<file path="config.mk">
export PLATFORM = sky130hd
export DESIGN_NAME = dm_stall_ctrl
export DESIGN_NICKNAME = d
export VERILOG_FILES = /design/src/rtl/dm_stall_pkg.sv /design/src/rtl/sat_counter.sv /design/src/rtl/dm_stall_ctrl.sv
export SDC_FILE = /design/constraint.sdc
export NUM_CORES = 1
export LEC_CHECK = 0
export ABC_AREA = 0
export CAP_MARGIN = 20
export CORE_ASPECT_RATIO = 1.2
export CORE_MARGIN = 3
export CORE_UTILIZATION = 35
export CTS_CLUSTER_SIZE = 40
export DETAILED_ROUTE_END_ITERATION = 6
export GPL_ROUTABILITY_DRIVEN = 0
export PLACE_DENSITY = 0.61
export RECOVER_POWER = 25
export SKIP_LAST_GASP = 1
export SYNTH_ARGS = -nofsm -noshare
export SYNTH_HDL_FRONTEND = slang
export SYNTH_SLANG_ARGS = --single-unit
</file>
<file path="constraint.sdc">
create_clock -name clk -period 2.47 [get_ports clk]
set_clock_uncertainty 0.2 [all_clocks]
set_input_delay 0.247 -clock clk [delete_from_list [all_inputs] [get_ports clk]]
set_output_delay 0.247 -clock clk [all_outputs]
set_load 0.01 [all_outputs]
</file>
<file path="src/rtl/dm_stall_pkg.sv">
// Shared types and helpers for the MEM-stage data-memory stall logic.
// Latency selection lives here so other stall sources can reuse it.
package dm_stall_pkg;

  localparam int unsigned DEF_RD_LAT = 1;
  localparam int unsigned DEF_WR_LAT = 1;

  typedef logic [0:0] state_t;

  localparam state_t IDLE = 1'b0;
  localparam state_t WAIT = 1'b1;

  // Stores take priority over loads when both are flagged.
  function automatic int unsigned sel_lat(
    input logic        memread,
    input logic        memwrite,
    input int unsigned rd_lat,
    input int unsigned wr_lat
  );
    if (memwrite)
      sel_lat = wr_lat;
    else if (memread)
      sel_lat = rd_lat;
    else
      sel_lat = 0;
  endfunction

endpackage

</file>
<file path="src/rtl/sat_counter.sv">
// Saturating up-counter for performance statistics.
// Holds at all-ones instead of wrapping.
module sat_counter #(
  parameter int W = 16
) (
  input  logic         clk,
  input  logic         reset,
  input  logic         inc,
  output logic [W-1:0] count
);

  // count up on inc until the ceiling is reached
  always_ff @(posedge clk) begin
    if (reset)
      count <= '0;
    else if (inc && (count != {W{1'b1}}))
      count <= count + 1'b1;
  end

endmodule

</file>
<file path="src/rtl/dm_stall_ctrl.sv">
// Data-memory stall generator for the MEM stage.
// Stalls each new load/store for its latency, then lets it through.
module dm_stall_ctrl
  import dm_stall_pkg::*;
#(
  parameter int          PC_W   = 32,
  parameter int unsigned RD_LAT = DEF_RD_LAT,
  parameter int unsigned WR_LAT = DEF_WR_LAT,
  parameter int          LAT_W  = 4,
  parameter int          CNT_W  = 16
) (
  input  logic             clk,
  input  logic             reset,
  input  logic [PC_W-1:0]  pc,
  input  logic             memread,
  input  logic             memwrite,
  input  logic             flush,
  output logic             busy,
  output logic             done,
  output logic [CNT_W-1:0] stall_cycles
);

  state_t            state;
  logic              srv_vld;
  logic [PC_W-1:0]   srv_pc;
  logic [LAT_W-1:0]  cnt;
  logic [LAT_W-1:0]  lat;
  logic              acc;
  logic              hit;
  logic              new_req;

  assign acc     = memread | memwrite;
  assign lat     = LAT_W'(sel_lat(memread, memwrite, RD_LAT, WR_LAT));
  assign hit     = srv_vld && (pc == srv_pc);
  assign new_req = acc && !hit && (lat != '0);

  // stall request: armed by a new access, held through WAIT
  always_comb begin
    busy = 1'b0;
    if (!reset && !flush) begin
      unique case (1'b1)
        (state == IDLE): busy = new_req;
        (state == WAIT): busy = acc;
      endcase
    end
  end

  // access tracking: latency countdown and served-pc memory
  always_ff @(posedge clk) begin
    if (reset) begin
      state   <= IDLE;
      srv_vld <= 1'b0;
      srv_pc  <= '0;
      cnt     <= '0;
      done    <= 1'b0;
    end else begin
      done <= 1'b0;
      if (flush) begin
        state   <= IDLE;
        srv_vld <= 1'b0;
        cnt     <= '0;
      end else if (state == IDLE) begin
        if (new_req) begin
          if (lat == LAT_W'(1)) begin
            srv_pc  <= pc;
            srv_vld <= 1'b1;
            done    <= 1'b1;
          end else begin
            cnt   <= lat - 1'b1;
            state <= WAIT;
          end
        end
      end else begin
        if (!acc) begin
          state <= IDLE;
          cnt   <= '0;
        end else if (cnt == LAT_W'(1)) begin
          srv_pc  <= pc;
          srv_vld <= 1'b1;
          done    <= 1'b1;
          state   <= IDLE;
          cnt     <= cnt - 1'b1;
        end else begin
          cnt <= cnt - 1'b1;
        end
      end
    end
  end

  sat_counter #(
    .W(CNT_W)
  ) u_stall_cnt (
    .clk   (clk),
    .reset (reset),
    .inc   (busy),
    .count (stall_cycles)
  );

endmodule

</file>
==> results of run 1 <==
## critical path, delay by kind of cell
kind	cells	cell delay [ps]
buf+inv	2	680
xor+xnor	1	160
simple gates	4	840
## registers in the layout, summed over array words and instances, names as in the netlist
signal / flops
srv_vld: 1
cnt: 4
done: 1
state: 1
srv_pc: 32
u_stall_cnt.count: 16
## metrics by stage
step | total power (W) | cells | util [%] | hold WS [ps] | setup slack (ps)
after global routing | 0.00192 | 475 | 46.6 | 289 | -5.29
after CTS | 0.00185 | 475 | 46.7 | 275 | 38.5
after floorplan | 0.00112 | 325 | - | 189 | 326
after detailed placement | 0.00123 | 467 | 45.0 | 261 | -300
after global placement | 0.00123 | 467 | 45.0 | 254 | -346
final | 0.00183 | 475 | 46.6 | 274 | 87.4
## placed cells by master, fill, tap and decap left out, types with 2 or more instances in the layout
| cell | instances |
|---|---|
| sky130_fd_sc_hd__nand2_1 | 75 |
| sky130_fd_sc_hd__dfxtp_1 | 55 |
| sky130_fd_sc_hd__clkdlybuf4s50_1 | 39 |
| sky130_fd_sc_hd__mux2i_1 | 33 |
| sky130_fd_sc_hd__xor2_1 | 31 |
| sky130_fd_sc_hd__dlygate4sd3_1 | 14 |
| sky130_fd_sc_hd__nor2_1 | 13 |
| sky130_fd_sc_hd__o21ai_0 | 12 |
| sky130_fd_sc_hd__nor3_1 | 9 |
| sky130_fd_sc_hd__nand3_1 | 9 |
| sky130_fd_sc_hd__buf_4 | 9 |
| sky130_fd_sc_hd__nor4_1 | 6 |
| sky130_fd_sc_hd__nor2b_1 | 6 |
| sky130_fd_sc_hd__or3_1 | 6 |
| sky130_fd_sc_hd__a21oi_1 | 6 |
| sky130_fd_sc_hd__mux2_2 | 6 |
| sky130_fd_sc_hd__nand4_1 | 5 |
| sky130_fd_sc_hd__and3_1 | 5 |
| sky130_fd_sc_hd__clkbuf_8 | 5 |
| sky130_fd_sc_hd__inv_1 | 4 |
| sky130_fd_sc_hd__nor4_2 | 3 |
| sky130_fd_sc_hd__and2_1 | 3 |
| sky130_fd_sc_hd__ha_1 | 3 |
| sky130_fd_sc_hd__buf_12 | 3 |
| sky130_fd_sc_hd__and4_1 | 2 |
| sky130_fd_sc_hd__o311ai_0 | 2 |
## layer usage
layer	routed length, um	GRT usage [%]
met5	0	0
met4	46	3.67
met3	339	3.23
met1	2940	17.9
met2	2740	20.9
## how the worst max path moves through the flow
stage | from | endpoint | slack (ps) | cells past startpoint
floorplan | u_stall_cnt.count[0] | u_stall_cnt.count[9] | 330 | 8
global placement | pc[14] | busy | -350 | 7
global route | pc[23] | busy | -5 | 7
CTS | pc[23] | busy | 40 | 7
detailed placement | pc[14] | srv_pc[23] | -300 | 9
finish | pc[22] | busy | 90 | 7
## cells by family (layout without fill, tap and decap cells)
family | count (synthesis) | after routing
buf+inv | 22 | 80
simple gates | 148 | 148
xor+xnor | 32 | 32
mux | 39 | 39
flops | 55 | 55
compound gates | 26 | 26
fa+ha+maj | 3 | 3
## power breakdown
part,switching [W],internal [W],total [W]
Clock,0.000311,0.000308,0.000618
Combinational,0.000121,0.000142,0.000263
Sequential,0.0000235,0.000924,0.000947
## cell type report
cell class              instances  share of cell area, %
multi-input cells             248                   44.3
flip-flops and latches         55                   30.3
repair buffers                 67                   18.5
well taps                      92                   3.17
clock buffers                   5                   1.89
clock inverters                 3                   1.31
inverters                       5                  0.517
## repair_timing
action	4_1_cts	5_1_grt
setup endpoints to repair	1	1
endpoints found under the hold margin	0	0
hold buffers	0	0
resized for setup	4	0
cloned	0	0
pin swaps	3	0
==> impl_metrics.prom, run 1 <==
# TYPE chip_impl_metric gauge
chip_impl_info{name="run_status",value="complete, no violations"} 1
chip_impl_info{name="worst_setup_path_end_kind",value="primary output"} 1
chip_impl_info{name="yosysTopAreaCell",value="sky130_fd_sc_hd__dfxtp_1"} 1
chip_impl_metric{name="clock_sink_count",unit=""} 55
chip_impl_metric{name="critPathArrivalTime",unit="ps"} 1940
chip_impl_info{name="predominant_post_synthesis_flop_cell",value="sky130_fd_sc_hd__dfxtp_1"} 1
chip_impl_metric{name="synth_compound_gate_area_share",unit="%"} 5.33
chip_impl_metric{name="reg2reg_setup_slack",unit="ps"} 150
chip_impl_info{name="timing.critical_path.from_type",value="primary input"} 1
chip_impl_metric{name="first_global_vias",unit=""} 2214
chip_impl_metric{name="finalWorstPathRequiredPeriod",unit="ps"} 2380
chip_impl_metric{name="placementRows",unit=""} 35
chip_impl_metric{name="die_span_in_y",unit="um"} 105
chip_impl_metric{name="flow.area_growth_from_synthesis",unit="%"} 27.9
chip_impl_metric{name="finish.instance_area",unit="sq mm"} 0.00363
chip_impl_info{name="rsz0062_at_grt",value="yes"} 1
chip_impl_metric{name="yosys.area_share.xor_xnor",unit="%"} 9.86
chip_impl_metric{name="multiInputGateArea",unit="sq mm"} 0.00161
chip_impl_metric{name="cts.clk_slew.worst_paths",unit="ps"} 100
chip_impl_metric{name="dpl-instance-area",unit="sq mm"} 0.00351
chip_impl_metric{name="clkLatencyLatePin",unit="ps"} 310
chip_impl_metric{name="sequential_fraction_of_the_synthesis_area",unit="%"} 38.7
chip_impl_info{name="hold_start",value="srv_pc[2]"} 1
chip_impl_metric{name="grt_antenna_before_repair",unit=""} 0
chip_impl_metric{name="p_leak",unit="nW"} 1.52
chip_impl_metric{name="clock_tree.htree_level_count",unit=""} 2
chip_impl_metric{name="remaining_drc_errors",unit=""} 0
chip_impl_metric{name="seq_area",unit="sq mm"} 0.00110
chip_impl_metric{name="dpl.hpwl",unit="um"} 4350
chip_impl_metric{name="hold_depth",unit=""} 2
chip_impl_metric{name="drt_first_pass_iters",unit=""} 4
chip_impl_metric{name="io_buffers",unit=""} 54
chip_impl_metric{name="critPathMaxFanout",unit=""} 2
chip_impl_metric{name="postRouteAntennaNets",unit=""} 0
chip_impl_metric{name="max_slew.worst_pin.slew",unit="ps"} 445
chip_impl_metric{name="hold_violations",unit=""} 0
chip_impl_metric{name="yosys.area_share.adder",unit="%"} 1.32
chip_impl_info{name="crit_type",value="primary input to primary output"} 1
chip_impl_metric{name="wirelength",unit="um"} 6070
chip_impl_metric{name="filler_cell_count",unit=""} 745
chip_impl_metric{name="synth-simple-area-share",unit="%"} 25.4
chip_impl_metric{name="synth.mux.area_fraction",unit="%"} 14.0
chip_impl_metric{name="placeableCoreArea",unit="sq mm"} 0.00779
chip_impl_metric{name="grt_start_max_net_pins",unit=""} 70
chip_impl_metric{name="die_width",unit="um"} 88.3
chip_impl_metric{name="reg2regPathDepth",unit=""} 8
chip_impl_metric{name="fp.dieArea",unit="sq mm"} 0.00924
chip_impl_info{name="worst_hold_path_type",value="flop to flop"} 1
chip_impl_info{name="synth_top_family_by_area",value="simple AND/OR/NAND/NOR gates"} 1
chip_impl_metric{name="vdd_ir_drop_max",unit="mV"} 0.199
chip_impl_info{name="holdPathEnd",value="srv_pc[2]"} 1
chip_impl_metric{name="synth_edf_count",unit=""} 0
chip_impl_metric{name="ys_warn_count",unit=""} 0
chip_impl_info{name="cts_tree",value="yes"} 1
chip_impl_metric{name="critPathMaxStageDelay",unit="ps"} 430
chip_impl_info{name="synth_most_common_cell",value="sky130_fd_sc_hd__nand2_1"} 1
chip_impl_metric{name="post-route-period-util",unit="%"} 96.5
chip_impl_metric{name="grt_first_pass_wirelength",unit="um"} 10000
chip_impl_metric{name="synthesis.area",unit="sq mm"} 0.00284
chip_impl_info{name="cts-root-buf",value="sky130_fd_sc_hd__clkbuf_8"} 1
chip_impl_info{name="cpMaxStageDelayCell",value="sky130_fd_sc_hd__clkdlybuf4s50_1"} 1
chip_impl_metric{name="syn_inst",unit=""} 325
chip_impl_info{name="ys_top_cells_by_area",value="sky130_fd_sc_hd__dfxtp_1, sky130_fd_sc_hd__mux2i_1, sky130_fd_sc_hd__nand2_1, sky130_fd_sc_hd__xor2_1, sky130_fd_sc_hd__mux2_2"} 1
chip_impl_metric{name="max_freq",unit="GHz"} 0.420
chip_impl_info{name="yosys-top-cells-count",value="sky130_fd_sc_hd__nand2_1, sky130_fd_sc_hd__dfxtp_1, sky130_fd_sc_hd__mux2i_1, sky130_fd_sc_hd__xor2_1, sky130_fd_sc_hd__nor2_1"} 1
chip_impl_metric{name="timing.critical_path.required",unit="ps"} 2020
chip_impl_metric{name="viasPerCell",unit=""} 4.91
chip_impl_metric{name="cts_inserted_buffers",unit=""} 5
chip_impl_metric{name="share_of_yosys_cell_area_claimed_by_the_top_area_cell_type",unit="%"} 38.7
chip_impl_metric{name="asyncSetResetFlopFracSynth",unit="%"} 0
chip_impl_metric{name="netlist-cell-type-count",unit=""} 39
chip_impl_metric{name="num_io_pins",unit=""} 55
chip_impl_metric{name="setup-tns-final",unit="ps"} 0
chip_impl_metric{name="post-cts-setup-buffer-count",unit=""} 0
chip_impl_metric{name="layout_cells_sized_above_1",unit="%"} 8.62
chip_impl_metric{name="mappedNetlistNets",unit=""} 365
chip_impl_metric{name="synth_area_per_cell",unit="sq um"} 8.74
chip_impl_metric{name="grtUsageTotal",unit="%"} 13.3
chip_impl_metric{name="vias",unit=""} 2330
chip_impl_metric{name="post_drt_wl_per_cell",unit="um"} 12.8
chip_impl_metric{name="insertedDiodeCount",unit=""} 0
chip_impl_metric{name="total_power_density_per_cell_area",unit="mW/mm^2"} 503
chip_impl_metric{name="ys_ff_latch",unit=""} 55
chip_impl_metric{name="slew_headroom",unit="%"} 70.1
chip_impl_metric{name="finalSetupViolCount",unit=""} 0
chip_impl_metric{name="initial_utilization",unit="%"} 36.5
chip_impl_metric{name="cts.path.max_buffers",unit=""} 2
chip_impl_metric{name="final-max-slew-violation-count",unit=""} 0
chip_impl_info{name="path_cells",value="clkdlybuf4s50_1 > xor2_1 > nor4_2 > nand3_1 > nor3_4 > nor2_1 > clkdlybuf4s15_1"} 1
chip_impl_metric{name="design.final.nets",unit=""} 422
chip_impl_info{name="rr_startpoint",value="srv_pc[22]"} 1
chip_impl_metric{name="first_iter_violations",unit=""} 115
chip_impl_info{name="critical_path.reg2reg.endpoint",value="srv_pc[1]"} 1
chip_impl_metric{name="total_global_routing_overflow",unit=""} 0
chip_impl_metric{name="maxCapViolCount",unit=""} 0
Power figures use the tool's default switching activity.
==> run 2: changes to the inputs <==
CORE_UTILIZATION = 50   (was 35)
PLACE_DENSITY = 0.8   (was 0.61)
SKIP_CTS_REPAIR_TIMING = 1   (was default)
==> run 2 against run 1 <==
  * Setup slack got worse by 70 ps
  * Critical path depth rose by 1
  * Count of clock-buffer cells in the layout unchanged
  * Combinational power increased by 8.7%
  * Register-to-register slack worse by 110 ps
  * Clock power down 2%
  * Non-clock buffer count is 8 higher
  * Via count grew 7.8%
  * Cell count decreased by 4.6%
  * Highest routed layer unchanged
  * Fmax down 2.8%
==> impl_metrics.prom, run 2 (synthesized netlist as in run 1, its figures left out) <==
# TYPE chip_impl_metric gauge
chip_impl_metric{name="clkLatencyLatePin",unit="ps"} 310
chip_impl_metric{name="swShare",unit="%"} 25.0
chip_impl_metric{name="slew_headroom",unit="%"} 66.8
chip_impl_metric{name="finalWorstPathRequiredPeriod",unit="ps"} 2450
chip_impl_metric{name="critPathArrivalTime",unit="ps"} 2010
chip_impl_metric{name="p_leak",unit="nW"} 1.57
chip_impl_metric{name="dpl.hpwl",unit="um"} 4400
chip_impl_info{name="rr_startpoint",value="srv_pc[14]"} 1
chip_impl_metric{name="remaining_drc_errors",unit=""} 0
chip_impl_metric{name="pre_cts_slack",unit="ps"} -342
chip_impl_metric{name="first_iter_violations",unit=""} 137
chip_impl_metric{name="dp.cells",unit=""} 436
chip_impl_metric{name="dpl-instance-area",unit="sq mm"} 0.00348
chip_impl_metric{name="final-max-slew-violation-count",unit=""} 0
chip_impl_metric{name="max_freq",unit="GHz"} 0.408
chip_impl_metric{name="filler_cell_count",unit=""} 421
chip_impl_metric{name="setup-tns-final",unit="ps"} 0
chip_impl_metric{name="total_global_routing_overflow",unit=""} 0
chip_impl_metric{name="placeableCoreArea",unit="sq mm"} 0.00541
chip_impl_info{name="timing.critical_path.from_type",value="primary input"} 1
chip_impl_metric{name="die_span_in_y",unit="um"} 88.6
chip_impl_metric{name="layout_cells_sized_above_1",unit="%"} 12.5
chip_impl_metric{name="power_frac_seq",unit="%"} 51.5
chip_impl_metric{name="initial_utilization",unit="%"} 52.6
chip_impl_metric{name="placementRows",unit=""} 29
chip_impl_metric{name="viasPerCell",unit=""} 5.55
chip_impl_metric{name="met3_usage_in_global_routing",unit="%"} 3.52
chip_impl_metric{name="grtUsageTotal",unit="%"} 18.8
chip_impl_info{name="cts-root-buf",value="sky130_fd_sc_hd__clkbuf_8"} 1
chip_impl_metric{name="grt.met2_usage",unit="%"} 33.1
chip_impl_info{name="worst_hold_path_type",value="primary input to flop"} 1
chip_impl_metric{name="combPwrFrac",unit="%"} 15.5
chip_impl_info{name="biggestRegsByFlops",value="srv_pc: 32 flops, u_stall_cnt.count: 16 flops, cnt: 4 flops"} 1
chip_impl_metric{name="grt_antenna_before_repair",unit=""} 0
chip_impl_metric{name="cts.clk_slew.worst_paths",unit="ps"} 100
chip_impl_metric{name="grt_first_pass_wirelength",unit="um"} 9890
chip_impl_info{name="crit_type",value="primary input to primary output"} 1
chip_impl_metric{name="post_drt_wl_per_cell",unit="um"} 14.5
chip_impl_info{name="regMostFlops",value="srv_pc"} 1
chip_impl_metric{name="finish.instance_area",unit="sq mm"} 0.00379
chip_impl_metric{name="maxCapViolCount",unit=""} 0
chip_impl_metric{name="drt_first_pass_iters",unit=""} 4
chip_impl_metric{name="cts_inserted_buffers",unit=""} 5
chip_impl_metric{name="vdd_ir_drop_max",unit="mV"} 0.316
chip_impl_metric{name="multiInputGateArea",unit="sq mm"} 0.00164
chip_impl_metric{name="postRouteAntennaNets",unit=""} 0
chip_impl_metric{name="clock_sink_count",unit=""} 55
chip_impl_info{name="most-common-layout-cells",value="sky130_fd_sc_hd__nand2_1, sky130_fd_sc_hd__dfxtp_1, sky130_fd_sc_hd__clkdlybuf4s50_1, sky130_fd_sc_hd__mux2i_1, sky130_fd_sc_hd__xor2_1"} 1
chip_impl_info{name="layout_commonest_cell",value="sky130_fd_sc_hd__nand2_1"} 1
chip_impl_metric{name="vias",unit=""} 2512
chip_impl_metric{name="insertedDiodeCount",unit=""} 0
chip_impl_metric{name="max_slew.worst_pin.slew",unit="ps"} 497
chip_impl_metric{name="power.switching",unit="W"} 0.000460
chip_impl_metric{name="first_global_vias",unit=""} 2326
chip_impl_metric{name="io_buffers",unit=""} 54
chip_impl_metric{name="critPathMaxFanout",unit=""} 3
chip_impl_metric{name="seq_area",unit="sq mm"} 0.00110
chip_impl_metric{name="largest_reg_flops",unit=""} 32
chip_impl_metric{name="timing.critical_path.required",unit="ps"} 2020
chip_impl_metric{name="grt_start_max_net_pins",unit=""} 51
chip_impl_metric{name="power.share.clock",unit="%"} 33.0
chip_impl_metric{name="wirelength",unit="um"} 6560
chip_impl_metric{name="gr-usage-met1",unit="%"} 23.0
chip_impl_info{name="run_status",value="complete, no violations"} 1
chip_impl_metric{name="cts.path.max_buffers",unit=""} 2
chip_impl_metric{name="total_power_density_per_cell_area",unit="mW/mm^2"} 486
chip_impl_info{name="cts_tree",value="yes"} 1
chip_impl_metric{name="hold_violations",unit=""} 0
chip_impl_metric{name="flow.area_growth_from_synthesis",unit="%"} 33.5
chip_impl_info{name="rsz0062_at_grt",value="yes"} 1
chip_impl_metric{name="clock_tree.htree_level_count",unit=""} 2
chip_impl_metric{name="die_width",unit="um"} 74.8
chip_impl_info{name="busiest_layer",value="met2"} 1
chip_impl_metric{name="post-route-period-util",unit="%"} 99.3
chip_impl_info{name="worst_setup_path_end_kind",value="primary output"} 1
chip_impl_info{name="timing.critical_path.from",value="pc[28]"} 1
chip_impl_metric{name="design.final.nets",unit=""} 430
chip_impl_metric{name="fin_cells",unit=""} 453
chip_impl_metric{name="worst_slack",unit="ps"} 17.8
chip_impl_info{name="hold_start",value="pc[23]"} 1
chip_impl_metric{name="num_io_pins",unit=""} 55
chip_impl_metric{name="fp.dieArea",unit="sq mm"} 0.00663
chip_impl_metric{name="p_int",unit="W"} 0.00138
chip_impl_metric{name="finalSetupViolCount",unit=""} 0
-- run 2: changes by cell type in the layout (fill, tap and decap cells not counted), sizes merged, moves of 2 or more --
cell,previous run,this run
dlygate4sd3,14,1
clkdlybuf4s50,39,50
buf,12,17
clkbuf,6,10
dlymetal6s2s,0,2
-- run 2: power by group through the flow --
stage	logic, W	registers [W]	clock network, W
finish	0.000286	0.000950	0.000608
floorplan	0.000149	0.000966	0
CTS	0.000267	0.000949	0.000619
detailed placement	0.000266	0.000970	0
global placement	0.000258	0.000967	0
global route	0.000314	0.000953	0.000645
-- run 2: cell type report --
type                    instances  area share (%)
inverters                       5           0.495
clock inverters                 3            1.15
flip-flops and latches         55            29.1
repair buffers                 75            22.1
well taps                      62            2.05
multi-input cells             248            43.3
clock buffers                   5            1.81
-- run 2: critical path, stage by stage --
cell and delay [ps]:
sky130_fd_sc_hd__clkdlybuf4s50_1 440, sky130_fd_sc_hd__xor2_1 170, sky130_fd_sc_hd__nor4_2 280, sky130_fd_sc_hd__buf_4 160
sky130_fd_sc_hd__nand4b_1 140, sky130_fd_sc_hd__nor3_4 340, sky130_fd_sc_hd__nor2_2 80, sky130_fd_sc_hd__buf_2 150
-- run 2: through the flow --
stage               power, W  hold WS [ps]  utilization (%)
detailed placement   0.00124           262             64.3
global route         0.00191          60.1             70.1
finish               0.00184          33.3             70.1
global placement     0.00122           253             64.3
CTS                  0.00184           278             66.4
floorplan            0.00112           189                -
-- run 2: worst paths after layout --
check | end | slack (ps) | depth (start not counted)
hold reg to reg | srv_pc[16] | 270 | 2
setup reg to reg | done | 40 | 10
setup / recovery | busy | 20 | 8
hold / removal | srv_pc[23] | 30 | 3
-- run 2: per-layer routing --
metal | wire length, um | vias up
met5 | 0 | -
met4 | 69 | 0
met3 | 319 | 8
met2 | 3320 | 73
met1 | 2850 | 1189
li1 | - | 1242
